## src/rtl/i2c_codec_pkg.sv

```systemverilog
// Shared definitions for the codec control-port I2C target: FSM states,
// special register addresses and the codec register map.
package i2c_codec_pkg;

    typedef enum logic [3:0] {
        IDLE,
        DEV,
        DEV_ACK,
        B1,
        ACK1,
        B2,
        ACK2,
        WAIT_STOP,
        NACK_WAIT
    } state_t;

    localparam logic [6:0] REG_RESET_ADDR = 7'h0F;
    localparam logic [7:0] CODEC_WR_BYTE  = 8'h34;

    localparam logic [6:0] R0 = 7'd0;
    localparam logic [6:0] R1 = 7'd1;
    localparam logic [6:0] R2 = 7'd2;
    localparam logic [6:0] R3 = 7'd3;
    localparam logic [6:0] R4 = 7'd4;
    localparam logic [6:0] R5 = 7'd5;
    localparam logic [6:0] R6 = 7'd6;
    localparam logic [6:0] R7 = 7'd7;
    localparam logic [6:0] R8 = 7'd8;
    localparam logic [6:0] R9 = 7'd9;

endpackage

```

## src/rtl/i2c_bus_sync.sv

```systemverilog
// Synchronises scl/sda and detects START, STOP and scl edges as 1-cycle pulses.
// Latency: SYNC_STAGES+1 clk from pin to pulse.
// No backpressure: pulses are emitted unconditionally.
module i2c_bus_sync #(
    parameter int SYNC_STAGES = 2
) (
    input  logic clk,
    input  logic reset,
    input  logic scl,
    input  logic sda_in,
    output logic sda_s,
    output logic start,
    output logic stop,
    output logic scl_rise,
    output logic scl_fall
);

    logic [SYNC_STAGES-1:0] scl_ff;
    logic [SYNC_STAGES-1:0] sda_ff;
    logic                   scl_d;
    logic                   sda_d;
    logic                   scl_s;

    // Reset to the idle bus level so leaving reset never looks like an edge.
    always_ff @(posedge clk or posedge reset) begin
        if (reset) begin
            scl_ff <= '1;
            sda_ff <= '1;
            scl_d  <= 1'b1;
            sda_d  <= 1'b1;
        end else begin
            scl_ff <= {scl_ff[SYNC_STAGES-2:0], scl};
            sda_ff <= {sda_ff[SYNC_STAGES-2:0], sda_in};
            scl_d  <= scl_ff[SYNC_STAGES-1];
            sda_d  <= sda_ff[SYNC_STAGES-1];
        end
    end

    assign scl_s    = scl_ff[SYNC_STAGES-1];
    assign sda_s    = sda_ff[SYNC_STAGES-1];
    assign start    = scl_s & scl_d & sda_d & ~sda_s;
    assign stop     = scl_s & scl_d & ~sda_d & sda_s;
    assign scl_rise = scl_s & ~scl_d;
    assign scl_fall = ~scl_s & scl_d;

endmodule

```

## src/rtl/i2c_codec_target.sv

```systemverilog
// Write-only I2C target holding the 9-bit codec registers R0..R9.
// Latency: write commits on the scl fall ending the third ACK (+sync delay).
// No backpressure: every ACKed three-byte write commits; others are NACKed or dropped.
module i2c_codec_target
    import i2c_codec_pkg::*;
#(
    parameter logic [6:0] DEV_ADDR    = 7'h1A,
    parameter int         SYNC_STAGES = 2,
    parameter int         NUM_REGS    = 10
) (
    input  logic       clk,
    input  logic       reset,
    input  logic       scl,
    input  logic       sda_in,
    output logic       sda_oe,
    output logic       wr_valid,
    output logic [6:0] wr_addr,
    output logic [8:0] wr_data,
    input  logic [3:0] rd_addr,
    output logic [8:0] rd_data,
    output logic       busy,
    output logic [7:0] nack_cnt
);

    logic       sda_s, start, stop, scl_rise, scl_fall;
    state_t     state, state_d;
    logic [2:0] bit_cnt;
    logic [7:0] shreg;
    logic [6:0] addr_q;
    logic       d8_q;
    logic       oe_d, commit, shift_en, nack_inc, byte_end;
    logic [8:0] regs [NUM_REGS];

    i2c_bus_sync #(.SYNC_STAGES(SYNC_STAGES)) u_sync (
        .clk      (clk),
        .reset    (reset),
        .scl      (scl),
        .sda_in   (sda_in),
        .sda_s    (sda_s),
        .start    (start),
        .stop     (stop),
        .scl_rise (scl_rise),
        .scl_fall (scl_fall)
    );

    assign byte_end = scl_rise && (bit_cnt == 3'd7);

    always_comb begin
        state_d  = state;
        oe_d     = sda_oe;
        commit   = 1'b0;
        shift_en = 1'b0;
        nack_inc = 1'b0;
        if (start) begin
            state_d = DEV;
            oe_d    = 1'b0;
        end else if (stop) begin
            state_d = IDLE;
            oe_d    = 1'b0;
        end else begin
            case (state)
                DEV: begin
                    shift_en = scl_rise;
                    if (byte_end) begin
                        if ({shreg[6:0], sda_s} == {DEV_ADDR, 1'b0}) begin
                            state_d = DEV_ACK;
                        end else begin
                            state_d  = NACK_WAIT;
                            nack_inc = 1'b1;
                        end
                    end
                end
                B1: begin
                    shift_en = scl_rise;
                    if (byte_end) state_d = ACK1;
                end
                B2: begin
                    shift_en = scl_rise;
                    if (byte_end) state_d = ACK2;
                end
                // First fall after the byte pulls sda, the next fall releases it.
                DEV_ACK, ACK1, ACK2: begin
                    if (scl_fall) begin
                        if (!sda_oe) begin
                            oe_d = 1'b1;
                        end else begin
                            oe_d = 1'b0;
                            case (state)
                                DEV_ACK: state_d = B1;
                                ACK1:    state_d = B2;
                                default: begin
                                    state_d = WAIT_STOP;
                                    commit  = 1'b1;
                                end
                            endcase
                        end
                    end
                end
                default: ;
            endcase
        end
    end

    always_ff @(posedge clk or posedge reset) begin
        if (reset) begin
            state    <= IDLE;
            sda_oe   <= 1'b0;
            bit_cnt  <= 3'd0;
            shreg    <= 8'h00;
            addr_q   <= 7'h00;
            d8_q     <= 1'b0;
            busy     <= 1'b0;
            nack_cnt <= 8'h00;
            wr_valid <= 1'b0;
            wr_addr  <= 7'h00;
            wr_data  <= 9'h000;
        end else begin
            state    <= state_d;
            sda_oe   <= oe_d;
            wr_valid <= commit;
            if (start) busy <= 1'b1;
            else if (stop) busy <= 1'b0;
            if (start || stop) begin
                bit_cnt <= 3'd0;
            end else if (shift_en) begin
                bit_cnt <= bit_cnt + 3'd1;
                shreg   <= {shreg[6:0], sda_s};
            end
            if (state == B1 && byte_end && !start && !stop) begin
                addr_q <= shreg[6:0];
                d8_q   <= sda_s;
            end
            if (nack_inc && nack_cnt != 8'hFF) nack_cnt <= nack_cnt + 8'd1;
            if (commit) begin
                wr_addr <= addr_q;
                wr_data <= {d8_q, shreg};
            end
        end
    end

    always_ff @(posedge clk or posedge reset) begin
        if (reset) begin
            for (int i = 0; i < NUM_REGS; i++) regs[i] <= 9'h000;
        end else if (commit) begin
            if (addr_q == REG_RESET_ADDR) begin
                for (int i = 0; i < NUM_REGS; i++) regs[i] <= 9'h000;
            end else if (int'(addr_q) < NUM_REGS) begin
                regs[addr_q[3:0]] <= {d8_q, shreg};
            end
        end
    end

    assign rd_data = (int'(rd_addr) < NUM_REGS) ? regs[rd_addr] : 9'h000;

endmodule

```

## config.mk

```make
export PLATFORM = sky130hd
export DESIGN_NAME = i2c_codec_target
export DESIGN_NICKNAME = d
export VERILOG_FILES = /design/src/rtl/i2c_codec_pkg.sv /design/src/rtl/i2c_bus_sync.sv /design/src/rtl/i2c_codec_target.sv
export SDC_FILE = /design/constraint.sdc
export NUM_CORES = 1
export LEC_CHECK = 0
export CAP_MARGIN = 15
export CORE_ASPECT_RATIO = 0.7
export CORE_MARGIN = 4
export CORE_UTILIZATION = 41
export CTS_CLUSTER_SIZE = 16
export DETAILED_ROUTE_END_ITERATION = 8
export GPL_ROUTABILITY_DRIVEN = 0
export SLEW_MARGIN = 40
export SYNTH_ARGS = -nofsm -noshare
export SYNTH_HDL_FRONTEND = slang
export SYNTH_SLANG_ARGS = --single-unit
export TNS_END_PERCENT = 30
```

## constraint.sdc

```tcl
create_clock -name clk -period 5.23 [get_ports clk]
set_input_delay 0.7845 -clock clk [delete_from_list [all_inputs] [get_ports clk]]
set_output_delay 0.7845 -clock clk [all_outputs]
set_load 0.1 [all_outputs]
```

# Word-level counts from Yosys, hierarchy flattened
# Cells that the tools add are included.
[totals]
register_bits = 146
input_bits = 8
output_inout_bits = 36
wordCells = 125
[classes]
n_addsub = 2
magnitude_cmp = 5
n_eq_ne = 15
muxes = 42
n_bitwise = 14
n_reduce_logical = 22
[ops]
columns = ["op", "count"]
rows = [
  ["$mux W90", 2],
  ["$bwmux W90", 1],
  ["$bmux W9 S4", 1],
  ["$demux W9 S4", 1],
  ["$mux W9", 4],
  ["$mux W4", 8],
  ["$mux W1", 21],
  ["$ne A4 B4 Y1 const B", 5],
  ["$pmux W4 S4", 1],
  ["$eq A4 B3 Y1 const B", 3],
  ["$ge A5 B5 Y1 const B", 2],
  ["$not A4 Y5", 2],
  ["$add A8 B1 Y8 const B", 1],
  ["$eq A4 B2 Y1 const B", 2],
  ["$eq A8 B6 Y1 const B", 1],
  ["$ne A8 B8 Y1 const B", 1],
  ["$and A1 B1 Y1", 7],
  ["$eq A7 B4 Y1 const B", 1],
  ["$lt A7 B4 Y1 const B", 1],
  ["$logic_and A1 B1 Y1", 6],
  ["$mux W3", 2],
  ["$pmux W3 S2", 1],
  ["$reduce_and A2 Y1", 3],
  ["$reduce_and A6 Y1", 1],
  ["other kinds (13)", 22],
]

# Logic depth before layout (Yosys ltp)
# Gate-level depths: netlist of the first run.
[depth]
word_depth = 9
mapped_depth = 9
ltp_nobuf = 7

# By module
# A second synthesis of the first run with hierarchy kept.
[hier_totals]
cells_unflattened = 497
hier_area_um2 = 6473.7
[by_module_without_submodules]
columns = ["module", "instances", "cells_per_inst", "area_each_um2", "seq_area_each_um2"]
rows = [
  ["i2c_codec_target", 1, 486, 6279.8, 3503.4],
  ["i2c_bus_sync", 1, 11, 193.9, 157.7],
]

# Worst setup path before layout of the first run
# Ideal clock, no wire load.
[synth_timing]
path_type = "input-to-output"
from = "in rd_addr[1]"
to = "out rd_data[7]"
arrival_ns = 3.876
t_required_ns = 4.445
slack_ns = 0.569
path_stages = 5
path_buffers = 2
cell_sequence = "clkbuf_1 > clkbuf_1 > mux4_2 > a21oi_1 > o21ai_0"
[synth_between]
elab_chain_cells = 5
elab_cells_between_ends = 6
cone_classes = "order compare: 1; mux: 4; bitwise: 1"
[synth_lines]
columns = ["item", "line_no", "source"]
rows = [
  ["start: declaration", "i2c_codec_target.sv:19", "input logic [3:0] rd_addr,"],
  ["$not A4 Y5 (implied by the code)", "i2c_codec_target.sv:153", "assign rd_data = (int'(rd_addr) < NUM_REGS) ? regs[rd_addr] : 9'h000;"],
  ["$bmux W9 S4", "i2c_codec_target.sv:153", ""],
  ["$mux W9 (implied by the code) (2 in a row)", "i2c_codec_target.sv:153", ""],
  ["$mux W9 *", "i2c_codec_target.sv:153", ""],
  ["end: declaration", "i2c_codec_target.sv:20", "output logic [8:0] rd_data,"],
]
# Every way passes the cells marked *; elsewhere a longest branch is shown, timed or not. The select of a mux whose other input is x is not followed.

# Worst setup path after layout of the first run
[layout_timing]
from = "in rd_addr[0]"
to = "out rd_data[6]"
# Same word-level chain as after synthesis.

==> flow_metrics.tcl, run 1 <==
set metrics [dict create \
    firstDrtPassIters 5 \
    critPathRequiredTime_ns 4.45 \
    crit_type "in2out" \
    finClkSkew_ns 0.008161 \
    grt_pass1_wl_mm 26.92 \
    setup_viol 0 \
    clk_latency_ns 0.42 \
    die_h_microns 115.4 \
    n_antenna_cell 0 \
    worstPathMaxFanout 27 \
    cts.clk_slew.worst_paths_ns 0.06 \
    std_cell_rows 38 \
    cts_sinks 146 \
    synthDistinctLibCells 50 \
    grtUsageTotal 0.1897 \
    dp_hpwl_mm 10.66 \
    synth-seq-cells 146 \
    max_slew_margin 0.4289 \
    first_iter_violations 432 \
    stdcell_count 891 \
    cts_htree_levels 4 \
    detail_route.wl_per_cell_microns 18.79 \
    fin_crit_sh 0.6060 \
    ant_nets 0 \
    synth_seq_area_share 0.5419 \
    drv_cap 0 \
    setup.worst_path.end_class "primary output" \
    yosys_warnings 0 \
    worst_ep_arrival_time_ns 2.38 \
    synthTopCellsByCount "170 x nand2_1, 140 x dfrtp_1, 60 x nand3_1" \
    wirelength_mm 16.74 \
    worstSetupStartpointType "primary input" \
    dp_cells 858 \
    cts_buffers 17 \
    ctsHoldBuffers 0 \
    vias 4902 \
    n_fill_cell 1415 \
    drv_slew 0 \
    cts-resized-gates 0 \
    ys.flop_type "dfrtp_1" \
    synth_top_cell_by_area "dfrtp_1" \
    min_period_ns 3.169 \
    vias_per_cell 5.502 \
    synth_cells 639 \
    core-area_sq_um 15830 \
    grt_max_degree 116 \
    grt-ovfl-total 0 \
    post_cts_buffers 0 \
    worstMarginPinSlew_ns 0.8529 \
    leakage_uw 0.003736 \
    syn_area_per_cell_sq_um 10.57 \
    design.die.area_sq_um 18630 \
    layout.nets 669 \
    start_util 0.4267 \
    clockBufferDepth 2 \
    syn-cell-area_sq_um 6756 \
    antenna_found_initial 0 \
    synth_top_area_frac 0.5185 \
    clock-root-buffer "clkbuf_16" \
    ir_drop_mv 0.2094 \
    syn-num-nets 650 \
    synth_edf_count 0 \
    drive_above_1_share 0.1982 \
    hold_path.class "reg2reg" \
    powerDensity_nw_per_um2 326.5 \
    area_growth_pct 14.87 \
    hold_viol 0 \
    tritoncts "yes" \
    max_freq_mhz 315.5 \
    synth_area_leaders "dfrtp_1 52%, nand2_1 9.4%, mux4_2 6.0%, nand3_1 4.4%, a22o_1 4.4%" \
    die_x_microns 161.4 \
    timing.setup.tns_ns 0 \
    rsz0062_at_grt "no" \
    drc 0 \
    pin_count 44 \
    portBuffers 43 \
    grt_pass1_vias 4697 \
    async_reset_ff_frac 1.000 \
    yosysMostFrequentCell "nand2_1" \
    outcome "finished clean" \
]
==> cell families after synthesis <==
group,after synthesis,synth area share
adder cells (fa/ha/maj),3,0.005556
AO/OA/AOI/OAI,83,0.08371
multiplexers,47,0.1061
XOR/XNOR,10,0.01296
buffers and inverters,54,0.03704
flip-flops,146,0.5419
AND/OR/NAND/NOR,296,0.2128
==> worst paths after layout <==
| check | depth (start not counted) | slack [ns] | from | to |
|---|---|---|---|---|
| max | 5 | 2.06 | rd_addr[0] | rd_data[6] |
| min | 0 | 0.36 | u_sync.scl_ff[0] | u_sync.scl_ff[1] |
| max in group asynchronous | 3 | 3.48 | reset | regs[24] |
| max reg2reg | 4 | 2.53 | addr_q[6] | regs[84] |
| min in group asynchronous | 2 | 0.85 | reset | nack_cnt[3] |
| min reg2reg | 0 | 0.36 | u_sync.scl_ff[0] | u_sync.scl_ff[1] |
==> metal layers <==
| metal | GRT usage | wire length [microns] | part of all wire |
|---|---|---|---|
| met1 | 0.2869 | 8320 | 0.50 |
| met2 | 0.2660 | 7175 | 0.43 |
| met3 | 0.06055 | 1078 | 0.064 |
| met4 | 0.04489 | 165 | 0.0099 |
| met5 | 0 | 0 | 0 |
==> registers in the layout, indices dropped and copies added, names as in the netlist, 2 cells and up <==
signal	cells
u_sync.sda_ff	2
state	4
wr_addr	7
shreg	8
addr_q	7
u_sync.scl_ff	2
nack_cnt	8
regs	90
wr_data	9
bit_cnt	3
==> where the power goes <==
part | switching [uW] | internal, uW | total, uW | leakage [uW]
registers | 61.7 | 1150 | 1210 | 0.00201
clock network | 492 | 757 | 1250 | 0.000289
logic | 50.1 | 28.4 | 78.6 | 0.00144
total | 604 | 1930 | 2530 | 0.00374
==> final cells by class <==
class	count	area [sq um]	area share
flip-flops and latches	146	3661	0.4717
multi-input cells	439	2890	0.3724
clock buffers	18	429.2	0.05530
repair buffers	46	285.3	0.03676
well taps	220	275.3	0.03547
clock inverters	14	177.7	0.02289
inverters	8	42.54	0.005481
==> layout by cell type, fill, tap and decap left out, types with 3 or more instances in the layout <==
cell             count
a21oi_1             12
a22o_1              34
a31oi_1              3
buf_2               29
buf_4               12
bufinv_16            3
clkbuf_16           17
clkdlybuf4s50_1      5
clkinvlp_4           3
dfrtp_1            140
dfstp_2              6
ha_1                 3
inv_1                5
inv_6                3
mux2_2              17
mux2i_1             12
mux4_2              18
nand2_1            170
nand2b_1             6
nand3_1             59
nand3b_1             4
nand4_1              3
nor2_1              18
nor3_1               5
nor3_2               3
nor4_4               5
o21ai_0             23
o21ai_1              5
or2_2                3
or4_1                3
xnor2_1              4
xor2_1               6
==> through the flow <==
step	hold slack [ns]	power [uW]	setup WS (ns)	utilization	instance area, sq um
5_1_grt	0.3625	2624	1.945	0.4902	7761
6_report	0.3562	2534	2.061	0.4902	7761
3_3_place_gp	0.3466	1304	1.505	0.4568	7232
2_1_floorplan	0.3452	1263	0.5324	-	6756
4_1_cts	0.3577	2559	2.053	0.4885	7734
3_5_place_dp	0.3479	1307	2.053	0.4501	7127
==> worst max-delay path, cell delays in order <==
cell and delay (ns):
buf_4 0.43, mux4_2 0.63, nand3_1 0.10, o21ai_0 0.13
buf_4 0.28
No activity file was read; power rests on OpenSTA's default activity.
==> inputs of run 2 (changes only) <==
==> constraint.sdc (replaced) <==
create_clock -name clk -period 2.9 [get_ports clk]
set_input_delay 0.435 -clock clk [delete_from_list [all_inputs] [get_ports clk]]
set_output_delay 0.435 -clock clk [all_outputs]
set_load 0.1 [all_outputs]
==> flow_metrics.tcl, run 2 (synthesized netlist as in run 1, its figures left out) <==
set metrics [dict create \
    die_x_microns 161.4 \
    std_cell_rows 38 \
    crit_type "in2out" \
    cts_buffers 17 \
    grt_pass1_vias 5111 \
    dp_cells 879 \
    clk_latency_ns 0.44 \
    rsz0062_at_grt "no" \
    ctsHoldBuffers 0 \
    first_iter_violations 600 \
    reg2reg_slack_ns 0.37 \
    fin_crit_sh 0.9079 \
    grt_max_degree 55 \
    ant_nets 0 \
    layout.nets 690 \
    max_slew_margin 0.5106 \
    min_period_ns 2.633 \
    stdcell_count 912 \
    critPathRequiredTime_ns 2.47 \
    design.die.area_sq_um 18630 \
    drv_slew 0 \
    regMostFlops "regs" \
    cts_htree_levels 4 \
    outcome "finished clean" \
    detail_route.wl_per_cell_microns 19.61 \
    start_util 0.4267 \
    hold_path.class "reg2reg" \
    drive_above_1_share 0.2197 \
    cts_sinks 146 \
    timing.setup.tns_ns 0 \
    ir_drop_mv 0.4298 \
    vias 5087 \
    holdCritStartpoint "u_sync.sda_ff[0]" \
    worst_ep_arrival_time_ns 2.20 \
    finClkSkew_ns 0.01301 \
    mostFrequentLayoutCells "170 x nand2_1, 140 x dfrtp_1, 59 x nand3_1, 47 x buf_4, 34 x a22o_1" \
    worstSetupStartpointType "primary input" \
    grt-ovfl-total 0 \
    switching_share 0.2501 \
    portBuffers 43 \
    dp_hpwl_mm 11.86 \
    pin_count 44 \
    post_cts_buffers 0 \
    setup_viol 0 \
    final_core_util 0.5128 \
    largestRegisters "regs (90), wr_data (9)" \
    largest_reg_flops 90 \
    leakage_uw 0.003894 \
    firstDrtPassIters 5 \
    vias_per_cell 5.578 \
    comb_power_share 0.044 \
    clockBufferDepth 2 \
    grt_pass1_wl_mm 29.13 \
    cts.clk_slew.worst_paths_ns 0.07 \
    clock-root-buffer "clkbuf_16" \
    core-area_sq_um 15830 \
    internal_power_uw 3532 \
    min_to "u_sync.sda_ff[1]" \
    timing.rr.end "regs[78]" \
    worstMarginPinSlew_ns 0.7341 \
    r2r_start "u_sync.scl_d" \
    tritoncts "yes" \
    n_antenna_cell 0 \
    antenna_found_initial 0 \
    min_path_cells 0 \
    p_sw_uw 1178 \
    reg2regPathDepth 5 \
    power_frac_clock 0.502 \
    drc 0 \
    hold_viol 0 \
    wirelength_mm 17.89 \
    setup.worst_path.end_class "primary output" \
    sequentialPowerShare 0.454 \
    die_h_microns 115.4 \
    max_freq_mhz 379.8 \
    area_growth_pct 20.17 \
    mostFrequentLayoutCell "nand2_1" \
    powerDensity_nw_per_um2 580.2 \
    grtUsageTotal 0.2034 \
    drv_cap 0 \
    worstPathMaxFanout 9 \
    cts-resized-gates 0 \
]
## run 2: area by class of cell
type                            count  area (sq um)
Fill cell                        1380          7714
Multi-Input combinational cell    439          2850
Sequential cell                   146          3661
Clock buffer                       17         425.4
Clock inverter                     15         210.2
Timing Repair Buffer               67         663.1
Inverter                            8         33.78
Tap cell                          220         275.3
## run 2: metal layers
layer	global-route usage	part of all wire	up-vias
met4	0.05341	0.018	0
li1	-	-	2326
met3	0.05804	0.083	29
met2	0.2820	0.42	194
met5	0	0	-
met1	0.3120	0.48	2538
## run 2: metrics by stage
step	setup WS, ns	instance area, sq um	power, uW	hold WS (ns)
finish	0.2671	8119	4710	0.3572
global placement	0.2731	7478	2376	0.3454
global route	0.1691	8119	4870	0.3628
detailed placement	0.2827	7478	2388	0.3468
floorplan	-1.062	6760	2278	0.3452
CTS	0.2761	8114	4753	0.3573
## run 2: worst max-delay path by stage
| stage | startpoint | depth (start not counted) | slack (ns) | to |
|---|---|---|---|---|
| floorplan | rd_addr[1] | 5 | -1.06 | rd_data[7] |
| global placement | rd_addr[3] | 5 | 0.27 | rd_data[4] |
| detailed placement | rd_addr[3] | 5 | 0.28 | rd_data[4] |
| CTS | rd_addr[3] | 5 | 0.28 | rd_data[4] |
| global route | rd_addr[1] | 6 | 0.17 | rd_data[3] |
| finish | rd_addr[1] | 6 | 0.27 | rd_data[7] |
## run 2: critical path: stages
cell and delay [ns]:
clkdlybuf4s50_1 0.50, nand2b_1 0.37, nor2_1 0.21, a21oi_1 0.07, o21ai_0 0.37, buf_12 0.23
## run 2: power groups by stage
stage	registers (uW)	logic, uW	clock network, uW
6_report	2140	207	2360
2_1_floorplan	2130	143	0
4_1_cts	2140	210	2400
3_3_place_gp	2170	203	0
3_5_place_dp	2180	209	0
5_1_grt	2150	225	2500
==> inputs of run 3 (changes only) <==
--- a/config.mk
+++ b/config.mk
@@ -12,6 +12,7 @@
 export CTS_CLUSTER_SIZE = 16
 export DETAILED_ROUTE_END_ITERATION = 8
 export GPL_ROUTABILITY_DRIVEN = 0
+export MAX_ROUTING_LAYER = met4
 export SLEW_MARGIN = 40
 export SYNTH_ARGS = -nofsm -noshare
 export SYNTH_HDL_FRONTEND = slang
==> flow_metrics.tcl, run 3 (synthesized netlist as in run 1, its figures left out) <==
set metrics [dict create \
    cts.clk_slew.worst_paths_ns 0.07 \
    detail_route.wl_per_cell_microns 19.62 \
    cpMaxStageDelayCell "clkdlybuf4s50_1" \
    mostFrequentLayoutCells "170 x nand2_1, 140 x dfrtp_1, 59 x nand3_1, 47 x buf_4, 34 x a22o_1" \
    area_growth_pct 20.17 \
    wirelength_mm 17.89 \
    dp_hpwl_mm 11.86 \
    post_cts_buffers 0 \
    antenna_found_initial 0 \
    grt_pass1_wl_mm 29.15 \
    place_ws_ns 0.2827 \
    met1_usage 0.3130 \
    final_core_util 0.5128 \
    min_period_ns 2.623 \
    ant_nets 0 \
    clock-root-buffer "clkbuf_16" \
    grt_max_degree 55 \
    cts_buffers 17 \
    largestRegisters "regs (90), wr_data (9)" \
    std_cell_rows 38 \
    clockBufferDepth 2 \
    mostFrequentLayoutCell "nand2_1" \
    design.die.area_sq_um 18630 \
    hold_path.class "reg2reg" \
    grt_pass1_vias 5100 \
    die_h_microns 115.4 \
    fin_crit_sh 0.9045 \
    ir_drop_mv 0.4242 \
    n_antenna_cell 0 \
    crit_type "in2out" \
    worst_ep_arrival_time_ns 2.19 \
    pin_count 44 \
    max_slew_margin 0.5159 \
    vias_per_cell 5.539 \
    vias 5052 \
    cts_htree_levels 4 \
    grt-ovfl-total 0 \
    grt_busiest_layer "met1" \
    first_iter_violations 609 \
    drive_above_1_share 0.2197 \
    worstMarginPinSlew_ns 0.7261 \
    critPathBufInv 3 \
    firstDrtPassIters 5 \
    core-area_sq_um 15830 \
    hold_viol 0 \
    rsz0062_at_grt "no" \
    powerDensity_nw_per_um2 579.7 \
    ctsHoldBuffers 0 \
    crit_chain "clkdlybuf4s50_1 -> buf_4 -> mux4_2 -> a21oi_1 -> o21ai_0 -> buf_12" \
    grtUsageTotal 0.2099 \
    finalWorstSetupSlack_ns 0.2770 \
    setup_viol 0 \
    max_freq_mhz 381.2 \
    worstSetupStartpointType "primary input" \
    largest_reg_flops 90 \
    grtUsageMet3 0.05231 \
    regMostFlops "regs" \
    grt_use_met2 0.2822 \
    cts_sinks 146 \
    finClkSkew_ns 0.01106 \
    critPathRequiredTime_ns 2.47 \
    setup.worst_path.end_class "primary output" \
    drv_cap 0 \
    layout.nets 690 \
    outcome "finished clean" \
    drv_slew 0 \
    tritoncts "yes" \
    cp_top_family "buffers and inverters" \
    start_util 0.4267 \
    die_x_microns 161.4 \
    drc 0 \
    max_stage_delay_ns 0.57 \
    leakage_uw 0.003894 \
    clk_latency_ns 0.43 \
    cts-resized-gates 0 \
    worstPathMaxFanout 12 \
    portBuffers 43 \
]
-- run 3: cell counts in the layout (fill, tap and decap cells not counted) --
Identical to the previous run, type by type.
-- run 3: layer usage --
layer / up-vias / part of all wire
met3: 25 / 0.073
met5: - / 0
met4: 0 / 0.017
li1: 2318 / -
met1: 2525 / 0.49
met2: 184 / 0.42
-- run 3: cell type report --
cell class	instances	area, sq um
fill	1380	7714
sequential	146	3661
multi-input combinational	439	2850
timing repair buffer	67	663.1
clock buffer	17	425.4
tap	220	275.3
clock inverter	15	210.2
inverter	8	33.78
-- run 3: worst paths after layout --
path                                  startpoint          endpoint  slack, ns  depth (start not counted)
max in group asynchronous                  reset  u_sync.scl_ff[1]       1.79                          3
worst min-delay path            u_sync.sda_ff[0]  u_sync.sda_ff[1]       0.36                          0
worst max register to register      u_sync.scl_d          regs[78]       0.36                          5
worst max-delay path                  rd_addr[1]        rd_data[5]       0.28                          6
min in group asynchronous                  reset          regs[11]       0.43                          2
worst min register to register  u_sync.sda_ff[0]  u_sync.sda_ff[1]       0.36                          0
-- run 3: power by group --
part           switching, uW  internal (uW)
registers               75.2           2060
logic                    136           71.4
clock network            963           1400
total                   1170           3530
-- run 3: through the flow --
step                instances  hold slack, ns  power [uW]  instance area (sq um)  TNS (ns)
CTS                       911          0.3573        4753                   8114         0
global route              912          0.3628        4870                   8119         0
global placement          879          0.3454        2376                   7478         0
finish                    912          0.3562        4707                   8119         0
floorplan                 639          0.3452        2278                   6760    -7.845
detailed placement        879          0.3468        2388                   7478         0
